--- config.mk ---
export PLATFORM = sky130hd
export DESIGN_NAME = vga_pixel_out_flat
export DESIGN_NICKNAME = d
export VERILOG_FILES = /design/src/rtl/vga_pixel_out_if.sv /design/src/rtl/vga_pixel_out.sv /design/src/flat_wrapper.sv
export SDC_FILE = /design/constraint.sdc
export NUM_CORES = 1
export LEC_CHECK = 0
export ABC_CLOCK_PERIOD_IN_PS = 1540
export BUFFER_PORTS_ARGS = -buffer_cell sky130_fd_sc_hd__clkbuf_2
export CORE_MARGIN = 5
export CORE_UTILIZATION = 30
export DETAILED_ROUTE_END_ITERATION = 10
export GPL_ROUTABILITY_DRIVEN = 0
export GPL_TIMING_DRIVEN = 0
export PLACE_DENSITY = 0.56
export RECOVER_POWER = 50
export SKIP_LAST_GASP = 1
export SLEW_MARGIN = 10
export SYNTH_ARGS = -nofsm -noshare
export SYNTH_HDL_FRONTEND = slang
export SYNTH_SLANG_ARGS = --single-unit
--- constraint.sdc ---
create_clock -name clk -period 1.54 [get_ports clk]
set_input_delay 0.308 -clock clk [delete_from_list [all_inputs] [get_ports clk]]
set_output_delay 0.308 -clock clk [all_outputs]
set_load 0.02 [all_outputs]
--- src/rtl/vga_pixel_out_if.sv ---
`default_nettype none
// ============================================================================
// Module   : vga_pixel_out_if
// Purpose  : Signal bundle between the pixel-address generator / VGA timing /
//            image BRAM and the pixel output stage.
// Revision : 1.0 - initial release
// ============================================================================
interface vga_pixel_out_if #(
    parameter int ADDR_W = 17
);
    // Upstream pixel stream, aligned as described on each signal.
    logic [ADDR_W-1:0] pixel_addr;     // one cycle behind h_cnt/v_cnt
    logic              detect_doodle;  // aligned with pixel_addr
    logic              active_in;      // aligned with h_cnt/v_cnt
    logic              hsync_in;       // active-low, aligned with h_cnt/v_cnt
    logic              vsync_in;       // active-low, aligned with h_cnt/v_cnt

    // Image BRAM read port.
    logic [ADDR_W-1:0] rom_addr;
    logic [11:0]       rom_data;

    // VGA pins and game timing.
    logic [3:0]        vga_r;
    logic [3:0]        vga_g;
    logic [3:0]        vga_b;
    logic              hsync;
    logic              vsync;
    logic              frame_tick;
    logic [15:0]       frame_cnt;

    // Environment side: drives the stream and BRAM data, observes the pins.
    modport master (
        output pixel_addr, detect_doodle, active_in, hsync_in, vsync_in,
        output rom_data,
        input  rom_addr,
        input  vga_r, vga_g, vga_b, hsync, vsync, frame_tick, frame_cnt
    );

    // Pixel output stage side.
    modport slave (
        input  pixel_addr, detect_doodle, active_in, hsync_in, vsync_in,
        input  rom_data,
        output rom_addr,
        output vga_r, vga_g, vga_b, hsync, vsync, frame_tick, frame_cnt
    );
endinterface
`default_nettype wire

--- src/rtl/vga_pixel_out.sv ---
`default_nettype none
// ============================================================================
// Module   : vga_pixel_out
// Purpose  : VGA pixel output stage. Issues the image BRAM read, applies
//            colour-key transparency to sprite pixels, blanks outside the
//            active area, keeps hsync/vsync pixel-aligned with RGB and
//            produces a per-frame tick and frame counter.
// Revision : 1.0 - initial release
// ============================================================================
module vga_pixel_out #(
    parameter int          ADDR_W     = 17,
    parameter int          SYNC_DELAY = 4,        // legal 3..8
    parameter logic [11:0] KEY_COLOR  = 12'h0F0,
    parameter logic [11:0] BG_COLOR   = 12'h000
) (
    input  wire logic      clk,
    input  wire logic      rst,
    vga_pixel_out_if.slave bus
);

    // Depth of the sync/active shift registers; the final pin register adds
    // the last cycle so syncs leave together with RGB.
    localparam int c_DLY = SYNC_DELAY - 1;

    logic [c_DLY-1:0]  r_hs_dly;
    logic [c_DLY-1:0]  r_vs_dly;
    logic [c_DLY-1:0]  r_act_dly;

    logic [ADDR_W-1:0] r_rom_addr;
    logic              r_spr_d1;
    logic              r_spr_d2;

    logic [11:0]       w_rgb_next;
    logic [11:0]       r_rgb;
    logic              r_hsync;
    logic              r_vsync;

    logic              w_tick_next;
    logic [15:0]       w_frame_cnt_next;
    logic              r_frame_tick;
    logic [15:0]       r_frame_cnt;

    // Sync and active delay lines; syncs reset inactive (high), active to blank.
    always_ff @(posedge clk) begin
        if (rst) begin
            r_hs_dly  <= '1;
            r_vs_dly  <= '1;
            r_act_dly <= '0;
        end else begin
            r_hs_dly  <= {r_hs_dly[c_DLY-2:0],  bus.hsync_in};
            r_vs_dly  <= {r_vs_dly[c_DLY-2:0],  bus.vsync_in};
            r_act_dly <= {r_act_dly[c_DLY-2:0], bus.active_in};
        end
    end

    // Stage 1: register the BRAM read address and the sprite flag with it.
    always_ff @(posedge clk) begin
        if (rst) begin
            r_rom_addr <= '0;
            r_spr_d1   <= 1'b0;
        end else begin
            r_rom_addr <= bus.pixel_addr;
            r_spr_d1   <= bus.detect_doodle;
        end
    end

    // Stage 2: the BRAM output register holds the pixel data, so only the
    // sprite flag needs delaying here to stay aligned with rom_data.
    always_ff @(posedge clk) begin
        if (rst) begin
            r_spr_d2 <= 1'b0;
        end else begin
            r_spr_d2 <= r_spr_d1;
        end
    end

    // Colour select: blank outside the active area, key out sprite pixels.
    always_comb begin
        w_rgb_next = bus.rom_data;
        if (!r_act_dly[c_DLY-1]) begin
            w_rgb_next = 12'h000;
        end else if (r_spr_d2 && (bus.rom_data == KEY_COLOR)) begin
            w_rgb_next = BG_COLOR;
        end
    end

    // Stage 3: pin registers for RGB and both syncs, updated together.
    always_ff @(posedge clk) begin
        if (rst) begin
            r_rgb   <= 12'h000;
            r_hsync <= 1'b1;
            r_vsync <= 1'b1;
        end else begin
            r_rgb   <= w_rgb_next;
            r_hsync <= r_hs_dly[c_DLY-1];
            r_vsync <= r_vs_dly[c_DLY-1];
        end
    end

    // Frame edge detect: pin vsync high now and about to go low.
    always_comb begin
        w_tick_next      = r_vsync & ~r_vs_dly[c_DLY-1];
        w_frame_cnt_next = r_frame_cnt + {15'd0, w_tick_next};
    end

    // Frame tick and counter registers; the counter wraps naturally.
    always_ff @(posedge clk) begin
        if (rst) begin
            r_frame_tick <= 1'b0;
            r_frame_cnt  <= 16'd0;
        end else begin
            r_frame_tick <= w_tick_next;
            r_frame_cnt  <= w_frame_cnt_next;
        end
    end

    assign bus.rom_addr   = r_rom_addr;
    assign bus.vga_r      = r_rgb[11:8];
    assign bus.vga_g      = r_rgb[7:4];
    assign bus.vga_b      = r_rgb[3:0];
    assign bus.hsync      = r_hsync;
    assign bus.vsync      = r_vsync;
    assign bus.frame_tick = r_frame_tick;
    assign bus.frame_cnt  = r_frame_cnt;

endmodule
`default_nettype wire

--- src/flat_wrapper.sv ---
// flat-port wrapper written by rule: the top's interface ports become plain ports
module vga_pixel_out_flat 
#(
    parameter int          ADDR_W     = 17,
    parameter int          SYNC_DELAY = 4,                     
    parameter logic [11:0] KEY_COLOR  = 12'h0F0,
    parameter logic [11:0] BG_COLOR   = 12'h000
)
  (clk, rst, bus_pixel_addr, bus_detect_doodle, bus_active_in, bus_hsync_in, bus_vsync_in, bus_rom_data, bus_rom_addr, bus_vga_r, bus_vga_g, bus_vga_b, bus_hsync, bus_vsync, bus_frame_tick, bus_frame_cnt);
  vga_pixel_out_if #(.ADDR_W(ADDR_W)) bus_i ();
  input  wire logic clk;
  input  wire logic rst;
  input wire logic [$bits(bus_i.pixel_addr)-1:0] bus_pixel_addr;
  input wire logic [$bits(bus_i.detect_doodle)-1:0] bus_detect_doodle;
  input wire logic [$bits(bus_i.active_in)-1:0] bus_active_in;
  input wire logic [$bits(bus_i.hsync_in)-1:0] bus_hsync_in;
  input wire logic [$bits(bus_i.vsync_in)-1:0] bus_vsync_in;
  input wire logic [$bits(bus_i.rom_data)-1:0] bus_rom_data;
  output wire logic [$bits(bus_i.rom_addr)-1:0] bus_rom_addr;
  output wire logic [$bits(bus_i.vga_r)-1:0] bus_vga_r;
  output wire logic [$bits(bus_i.vga_g)-1:0] bus_vga_g;
  output wire logic [$bits(bus_i.vga_b)-1:0] bus_vga_b;
  output wire logic [$bits(bus_i.hsync)-1:0] bus_hsync;
  output wire logic [$bits(bus_i.vsync)-1:0] bus_vsync;
  output wire logic [$bits(bus_i.frame_tick)-1:0] bus_frame_tick;
  output wire logic [$bits(bus_i.frame_cnt)-1:0] bus_frame_cnt;
  assign bus_i.pixel_addr = bus_pixel_addr;
  assign bus_i.detect_doodle = bus_detect_doodle;
  assign bus_i.active_in = bus_active_in;
  assign bus_i.hsync_in = bus_hsync_in;
  assign bus_i.vsync_in = bus_vsync_in;
  assign bus_i.rom_data = bus_rom_data;
  assign bus_rom_addr = bus_i.rom_addr;
  assign bus_vga_r = bus_i.vga_r;
  assign bus_vga_g = bus_i.vga_g;
  assign bus_vga_b = bus_i.vga_b;
  assign bus_hsync = bus_i.hsync;
  assign bus_vsync = bus_i.vsync;
  assign bus_frame_tick = bus_i.frame_tick;
  assign bus_frame_cnt = bus_i.frame_cnt;
  vga_pixel_out #(.ADDR_W(ADDR_W), .SYNC_DELAY(SYNC_DELAY), .KEY_COLOR(KEY_COLOR), .BG_COLOR(BG_COLOR)) u_core (.clk(clk), .rst(rst), .bus(bus_i));
endmodule
---- Yosys cells after proc, flatten, opt, wreduce, memory -nomap -nowiden ----
Cells that the tools add are included.
storage, ports and cells
  bits in registers ....................... 59
  word-level logic and storage cells ...... 18
cells by class
  add/subtract/negate cells ............... 1
  equality and inequality tests ........... 1
  bitwise logic cells ..................... 3
  reductions and logical operators ........ 2
operator list
  operator                                                           number
  16-bit by 1-bit adder with 16-bit output                           1
  12-bit by 8-bit == test with 1-bit output (second input constant)  1
  3-bit OR reduction                                                 1
  1-bit NOT                                                          2
  1-bit bitwise AND                                                  1
  1-bit logical AND                                                  1

---- Depth between registers and ports, before layout ----
Gate-level depths: netlist of the first run.
  word-level depth ........................ 3
  depth in mapped cells ................... 7
  depth with buffers taken out ............ 7

---- Worst setup path after synthesis of the first run ----
Ideal clock, no wire load.
  path type ............................... reg2reg
  start ................................... register u_core.r_vsync, in the netlist u_core.bus.vsync
  end ..................................... register u_core.r_frame_cnt[12], in the netlist u_core.bus.frame_cnt[12]
  setup time .............................. 0.128 ns
  arrival ................................. 1.730 ns
  required time ........................... 1.412 ns
  setup slack ............................. -0.318 ns
  cell stages (with the launch flop) ...... 8
  path buffers ............................ 0
  period minus slack after synthesis ...... 1.858 ns
  cells stage by stage .................... dfxtp_1 > nor2b_1 > ha_1 > ha_1 > nand4_1 > nor4_1 > xnor2_1 > nor2_1
between the ends
  longest elaborated chain between the ends .. 2
ends and longest elaborated chain
  item                                      line                  source
  start, declared                           vga_pixel_out.sv:36   logic r_vsync;
  start signal, assigned                    vga_pixel_out.sv:96   r_vsync <= r_vs_dly[c_DLY-1];
  1-bit bitwise AND                         vga_pixel_out.sv:102  w_tick_next = r_vsync & ~r_vs_dly[c_DLY-1];
  via u_core.w_tick_next                    vga_pixel_out.sv:38   logic w_tick_next;
  16-bit by 1-bit adder with 16-bit output  vga_pixel_out.sv:103  w_frame_cnt_next = r_frame_cnt + {15'd0, w_tick_next};
  end signal, assigned                      vga_pixel_out.sv:113  r_frame_cnt <= w_frame_cnt_next;
  end, declared                             vga_pixel_out.sv:41   logic [15:0] r_frame_cnt;
The timed path passes the listed nets, and every way through them passes these cells.
A chain may end at the register's enable or synchronous reset.

---- Worst setup path after layout of the first run ----
  start ................................... register u_core.r_vsync, in the netlist u_core.bus.vsync
  end ..................................... register u_core.r_frame_cnt[9], in the netlist u_core.bus.frame_cnt[9]
Same word-level chain as after synthesis.

==> summary.md, run 1 <==
| Metric | Value |
|---|---|
| Clk pwr share | 42.3% |
| Post-Syn Nets | 215 |
| Max-cap viol count | 0 |
| First-pass GRT wire length | 6975 um |
| Root buf cell | clkbuf_8 |
| Worst hold path type | input pin to register |
| Hold_ws | 168.8 ps |
| Vias in the first global route | 1462 |
| Post-synth EDFFs | 0 |
| Total core area | 6277 um2 |
| Comb power frac | 5.3% |
| Top-count cell post-synth | dfxtp_1 |
| P_int | 2.339 mW |
| Actual slew at the worst max-slew pin | 465.4 ps |
| Top post-synthesis cells by area | dfxtp_1 62%, nor2b_1 9.2%, and2_1 3.9% |
| Place WS | -266.6 ps |
| Hold depth | 2 |
| CP cell instances | nor2b_4 -> ha_1 -> and3_4 -> or4b_1 -> xor2_1 -> nor2_1 |
| CTS tree | yes |
| CP peak stage delay | 450 ps |
| Crit path DAT | 1860 ps |
| WL/cell | 11.59 um |
| First-pass detailed-route iteration total | 4 |
| CP max stage cell | or4b_1 |
| Crit path buf inv count | 0 |
| Routed WL | 4139 um |
| Area delta synth->final | 42.53% |
| Worst Setup End Kind | register |
| Finished Cell Area | 2721 um2 |
| Clock Pin Slew Worst Setup and Hold Paths | 70 ps |
| Clock Skew | 6.837 ps |
| Leak | 1.168 nW |
| Fin util | 43.35% |
| Synthesis warning total | 0 |
| Fraction of registers with async set/reset | 0% |
| CP required | 1730 ps |
| Cell taking the most area after synthesis | dfxtp_1 |
| Synth top area share | 61.86% |
| PwrDens | 1106 nW/um2 |
| Top cells by count, synth | 59 x dfxtp_1, 28 x nor2b_1, 15 x nor2_1 |
| CP delay by family, top | simple AND/OR/NAND/NOR gates |
| Slew headroom | 68.98% |
| Tot Pwr | 3.011 mW |
| Fin crit share | 108.0% |
| Seq/Total Area, Yosys | 61.86% |
| RSZ-0062 raised after global routing | true |
| # setup viols final | 7 |
| Initial core utilization | 30.42% |
| Largest net degree at the start of global routing | 11 |
| Final Critical Period | 1663 ps |
| Instance count on the critical path | 6 |
| Grt ovf | 0 |
| Max Slew Vio Count | 0 |
| Layout cells sized above 1 | 34.64% |
| CP Class | register to register |
| Cts hold-fix bufs | 0 |
| Std-Cell Rows | 29 |
| Vias post-DR | 1486 |
| Ys flop type | dfxtp_1 |
| Worst setup SP type | register |
| Initial antenna violation count | 0 |
| Switching part of the total | 22.33% |
| Yosys cell types | 27 |
| Routed vias/inst | 4.162 |
| Status | complete, but fails checks |
| Worst skew pair latency | 320 ps |
| Reg2Reg Depth | 6 |
| Final setup margin | -123.1 ps |
| Sink Count | 59 |
| Final hold viol count | 0 |
| Die width | 89.78 um |
| Failing checks | negative setup slack |
| DR iter-0 viols | 21 |
| Final ANT Viol Nets | 0 |
| Layout Nets | 314 |
| Die height | 89.78 um |
| CTS Buffer Depth | 2 |
| Buffers on Ports | 82 |
| Top Ports | 83 |
| Worst Path Max Fanout | 3 |
| Number of H-tree levels | 3 |
| FMAX | 0.6013 GHz |
| Cells after synthesis | 177 |
| Residual DRC count | 0 |
| Synth Area per Inst | 10.79 um2 |
| Dpl cell area | 2465 um2 |
| Post-DP HPWL | 2937 um |
| Register bit total from synthesis | 59 |
| GR Util All Layers | 10.62% |
| Number of diodes | 0 |
| Psw | 0.6723 mW |
| Filler cell count | 641 |
| Max IR drop VDD | 0.6498 mV |
| CTS Buf Count | 9 |
| Non-Filler Instances | 357 |
| Flop pwr share | 52.3% |
| Syn Std Cell Area | 1909 um2 |
| Final TNS setup | -531.8 ps |
| Area of the die | 8060 um2 |
| Placed Cells | 336 |
power by group through the flow:
| stage | clock [mW] | combinational [mW] | sequential, mW |
|---|---|---|---|
| CTS | 1.32 | 0.173 | 1.58 |
| finish | 1.27 | 0.161 | 1.58 |
| floorplan | 0 | 0.0479 | 1.65 |
| global placement | 0 | 0.170 | 1.61 |
| detailed placement | 0 | 0.172 | 1.61 |
| global route | 1.39 | 0.181 | 1.58 |
kinds of logic (layout without fill, tap and decap cells):
kind of cell    after synthesis  after routing  share of synthesized area (%)
mux                           1              1                         0.5897
buf+inv                       9            112                          1.769
fa+ha+maj                     3              3                          1.966
xor+xnor                     10             10                          4.587
compound gates                7              7                          2.424
flops                        59             59                          61.86
simple gates                 88             88                          26.80
timing repair:
item / in CTS / in global routing
endpoints found under the hold margin: 0 / 0
pin swaps: 3 / 4
setup buffers: 6 / 0
endpoints found under the setup margin: 9 / 9
gates resized for setup: 12 / 0
routing by layer:
metal	track usage, %	wire (um)
met5	0	0
met1	12.40	1796
met2	16.65	1949
met3	3.923	331
met4	6.045	62
path summary, 6_finish.rpt:
kind,startpoint,end,slack (ps)
worst max-delay path,u_core.bus.vsync,u_core.bus.frame_cnt[9],-120
worst min-delay path,bus_hsync_in,u_core.r_hs_dly[0],170
worst max register to register,u_core.bus.vsync,u_core.bus.frame_cnt[9],-120
worst min register to register,u_core.r_vs_dly[0],u_core.r_vs_dly[1],410
layout make-up:
cell class | count | area (um2) | area share (%)
timing repair buffer | 88 | 426.7 | 15.68
tap | 77 | 96.34 | 3.540
sequential | 59 | 1185 | 43.54
inverter | 4 | 15.01 | 0.5517
multi-input combinational | 109 | 800.8 | 29.43
buffer | 5 | 18.77 | 0.6897
clock buffer | 13 | 168.9 | 6.207
clock inverter | 2 | 10.01 | 0.3678
state kept, by name (all words and copies together) (netlist names):
register               flops
u_core.bus.frame_cnt      16
u_core.bus.frame_tick      1
u_core.bus.hsync           1
u_core.bus.rom_addr       17
u_core.bus.vsync           1
u_core.r_act_dly           3
u_core.r_hs_dly            3
u_core.r_rgb              12
u_core.r_spr_d1            1
u_core.r_spr_d2            1
u_core.r_vs_dly            3
layout by cell type (no fill, tap or decap), drive strengths merged, types with 2 or more instances in the layout:
cell / n
clkbuf: 100
xor2: 3
dfxtp: 59
nor2b: 28
nand2b: 2
or2: 8
nand2: 4
a31o: 2
nor4: 6
nand3: 5
and2: 12
nor3: 2
clkinv: 2
nor2: 15
xnor2: 7
nand4: 2
a21oi: 3
ha: 3
buf: 6
inv: 4
(Power assumes the default switching activity.)
==> run 2, diff against run 1 <==
--- a/config.mk
+++ b/config.mk
@@ -5,6 +5,7 @@
 export SDC_FILE = /design/constraint.sdc
 export NUM_CORES = 1
 export LEC_CHECK = 0
+export ABC_AREA = 1
 export ABC_CLOCK_PERIOD_IN_PS = 1540
 export BUFFER_PORTS_ARGS = -buffer_cell sky130_fd_sc_hd__clkbuf_2
 export CORE_MARGIN = 5
@@ -12,7 +13,7 @@
 export DETAILED_ROUTE_END_ITERATION = 10
 export GPL_ROUTABILITY_DRIVEN = 0
 export GPL_TIMING_DRIVEN = 0
-export PLACE_DENSITY = 0.56
+export PLACE_DENSITY = 0.55
 export RECOVER_POWER = 50
 export SKIP_LAST_GASP = 1
 export SLEW_MARGIN = 10
==> run 2 against run 1 <==
Via count grew 14%. Critical path depth grew 3. Final cell count grew 22%. The run now ends clean. Non-clock buffer count shrank 4. Worst setup slack gained 220 ps. Combinational power grew 9%. Power grew 2.2%. Global-route usage is essentially flat.
==> summary.md, run 2 <==
| Metric | Value |
|---|---|
| Synth top area share | 57.39% (was 61.86%) |
| Fin util | 41.45% (was 43.35%) |
| Final hold viol count | 0 (unchanged) |
| Crit path DAT | 1660 ps (was 1860 ps) |
| Worst Path Max Fanout | 3 (unchanged) |
| Critical R2R Launch | u_core.bus.vsync (unchanged) |
| # setup viols final | 0 (was 7) |
| Vias in the first global route | 1542 (was 1462) |
| Final ANT Viol Nets | 0 (unchanged) |
| Residual DRC count | 0 (unchanged) |
| Seq/Total Area, Yosys | 57.39% (was 61.86%) |
| Die width | 92.83 um (was 89.78 um) |
| CTS Buffer Depth | 2 (unchanged) |
| Yosys cell types | 21 (was 27) |
| R2r setup slk | 100 ps (was -120 ps) |
| Worst setup SP type | register (unchanged) |
| Register bit total from synthesis | 59 (unchanged) |
| PwrDens | 1105 nW/um2 (was 1106 nW/um2) |
| Worst Setup End Kind | register (unchanged) |
| Clock Skew | 4.525 ps (was 6.837 ps) |
| Layout cells sized above 1 | 28.17% (was 34.64%) |
| Sink Count | 59 (unchanged) |
| Top post-synthesis cells by area | dfxtp_1 57%, nor2_1 12%, inv_1 9.5% (was dfxtp_1 62%, nor2b_1 9.2%, and2_1 3.9%) |
| First-pass detailed-route iteration total | 4 (unchanged) |
| Fraction of registers with async set/reset | 0% (unchanged) |
| Finished Cell Area | 2785 um2 (was 2721 um2) |
| Worst hold path type | input pin to register (unchanged) |
| Dpl cell area | 2570 um2 (was 2465 um2) |
| CP cell instances | inv_2 -> nor2_4 -> ha_4 -> ha_4 -> nand3_4 -> inv_2 -> buf_4 -> buf_4 -> o21a_1 (was nor2b_4 -> ha_1 -> and3_4 -> or4b_1 -> xor2_1 -> nor2_1) |
| GR Util All Layers | 10.60% (was 10.62%) |
| Number of diodes | 0 (unchanged) |
| Actual slew at the worst max-slew pin | 498.9 ps (was 465.4 ps) |
| CTS tree | yes (unchanged) |
| Routed WL | 4278 um (was 4139 um) |
| CP required | 1760 ps (was 1730 ps) |
| Initial antenna violation count | 0 (unchanged) |
| Initial core utilization | 30.63% (was 30.42%) |
| Crit path buf inv count | 4 (was 0) |
| Largest net degree at the start of global routing | 11 (unchanged) |
| CP Class | register to register (unchanged) |
| Area delta synth->final | 35.32% (was 42.53%) |
| WL/cell | 9.834 um (was 11.59 um) |
| Synthesis warning total | 0 (unchanged) |
| Max FFs per register | 17 (unchanged) |
| Worst skew pair latency | 330 ps (was 320 ps) |
| Final Critical Period | 1439 ps (was 1663 ps) |
| Routed vias/inst | 3.903 (was 4.162) |
| Total core area | 6719 um2 (was 6277 um2) |
| Std-Cell Rows | 30 (was 29) |
| Top-count cell post-synth | nor2_1 (was dfxtp_1) |
| FMAX | 0.6951 GHz (was 0.6013 GHz) |
| Buffers on Ports | 82 (unchanged) |
| Hold path start | bus_vsync_in (was bus_hsync_in) |
| Slew headroom | 66.74% (was 68.98%) |
| Worst setup startpoint | u_core.bus.vsync (unchanged) |
| Top cells by count, synth | 67 x nor2_1, 59 x dfxtp_1, 52 x inv_1 (was 59 x dfxtp_1, 28 x nor2b_1, 15 x nor2_1) |
| CP delay by family, top | buffers and inverters (was simple AND/OR/NAND/NOR gates) |
| Ys flop type | dfxtp_1 (unchanged) |
| Max IR drop VDD | 0.4488 mV (was 0.6498 mV) |
| Layout Nets | 390 (was 314) |
| RSZ-0062 raised after global routing | false (was true) |
| Root buf cell | clkbuf_8 (unchanged) |
| Most common cell after layout, fill and taps aside | nor2_1 (was dfxtp_1) |
| Vias post-DR | 1698 (was 1486) |
| Leak | 1.373 nW (was 1.168 nW) |
| Cell taking the most area after synthesis | dfxtp_1 (unchanged) |
| Commonest non-fill, non-tap cells in the layout | 66 x nor2_1, 64 x clkbuf_2, 58 x dfxtp_1 (was 58 x dfxtp_1, 53 x clkbuf_2, 35 x clkbuf_1) |
| Final TNS setup | 0 ps (was -531.8 ps) |
| First-pass GRT wire length | 7086 um (was 6975 um) |
| Post-DP HPWL | 3222 um (was 2937 um) |
| Syn Std Cell Area | 2058 um2 (was 1909 um2) |
| Clock Pin Slew Worst Setup and Hold Paths | 60 ps (was 70 ps) |
| Status | completed (was complete, but fails checks) |
| Post-Syn Nets | 295 (was 215) |
| DR iter-0 viols | 82 (was 21) |
| Synth Area per Inst | 8.009 um2 (was 10.79 um2) |
| Area of the die | 8617 um2 (was 8060 um2) |
| Post-synth EDFFs | 0 (unchanged) |
| Top Ports | 83 (unchanged) |
| Number of H-tree levels | 3 (unchanged) |
| CP max stage cell | dfxtp_2 (was or4b_1) |
| Max-cap viol count | 0 (unchanged) |
| Fin crit share | 93.42% (was 108.0%) |
| CP peak stage delay | 330 ps (was 450 ps) |
| Max Slew Vio Count | 0 (unchanged) |
| Cells after synthesis | 257 (was 177) |
| Grt ovf | 0 (unchanged) |
| Die height | 92.83 um (was 89.78 um) |
| CTS Buf Count | 9 (unchanged) |
[run 2: changes by cell type in the layout (fill, tap and decap cells not counted), moves of 3 or more]
cell | before | now
nor2_1 | 14 | 66
and2_1 | 8 | 0
nand2_1 | 4 | 33
xnor2_1 | 7 | 1
and2_0 | 4 | 0
clkbuf_2 | 53 | 64
nor2b_1 | 27 | 1
clkbuf_1 | 35 | 24
nor4_4 | 3 | 0
nand4_1 | 2 | 5
inv_1 | 4 | 50
[run 2: layout make-up]
type / count / area [um2]
Buffer: 5 / 18.77
Timing Repair Buffer: 84 / 402.9
Clock inverter: 3 / 40.04
Sequential cell: 59 / 1182
Multi-Input combinational cell: 141 / 704.4
Clock buffer: 11 / 141.4
Fill cell: 715 / 3934
Tap cell: 80 / 100.1
Inverter: 52 / 195.2
[run 2: power breakdown]
part / internal, mW / leakage (nW) / switching, mW
clock: 0.768 / 0.0950 / 0.556
combinational: 0.0700 / 0.796 / 0.106
sequential: 1.57 / 0.482 / 0.0109
total: 2.41 / 1.37 / 0.673
[run 2: worst paths after layout]
check / to / depth (start not counted)
max: u_core.bus.frame_cnt[4] / 9
min: u_core.r_vs_dly[0] / 2
max reg2reg: u_core.bus.frame_cnt[4] / 9
min reg2reg: u_core.r_act_dly[2] / 2
[run 2: cells by family (layout without fill, tap and decap cells)]
family                   Yosys count  after routing  synth area share [%]
AND/OR/NAND/NOR                  124            124                 25.41
XOR/XNOR                           3              3                 1.277
adder cells (fa/ha/maj)            3              3                 1.824
buffers and inverters             57            155                 10.58
AO/OA/AOI/OAI                     11             11                 3.526
flip-flops                        59             59                 57.39
[run 2: layer usage]
layer | up-vias | part of all wire [%] | global-route usage (%)
li1 | 944 | - | -
met1 | 690 | 48 | 13.49
met2 | 56 | 42 | 14.70
met3 | 8 | 8.7 | 4.143
met4 | 0 | 1.8 | 6.960
met5 | - | 0 | 0
[run 2: repair_timing]
action                     4_1_cts  5_1_grt
setup endpoints to repair        5        5
setup buffers                    2        0
cloned                           0        0
resized for setup                7        3
pin swaps                        2        2
hold buffers                     0        0
[run 2: metrics by stage]
step / cells / hold slack, ps / power, mW / setup slack, ps
after global routing: 435 / 141.8 / 3.228 / 28.07
after detailed placement: 419 / 392.3 / 1.796 / -96.01
after CTS: 435 / 136.3 / 3.144 / 13.58
after floorplan: 257 / 388.3 / 1.709 / 17.05
final: 435 / 157.9 / 3.078 / 101.4
after global placement: 419 / 391.8 / 1.794 / -70.82
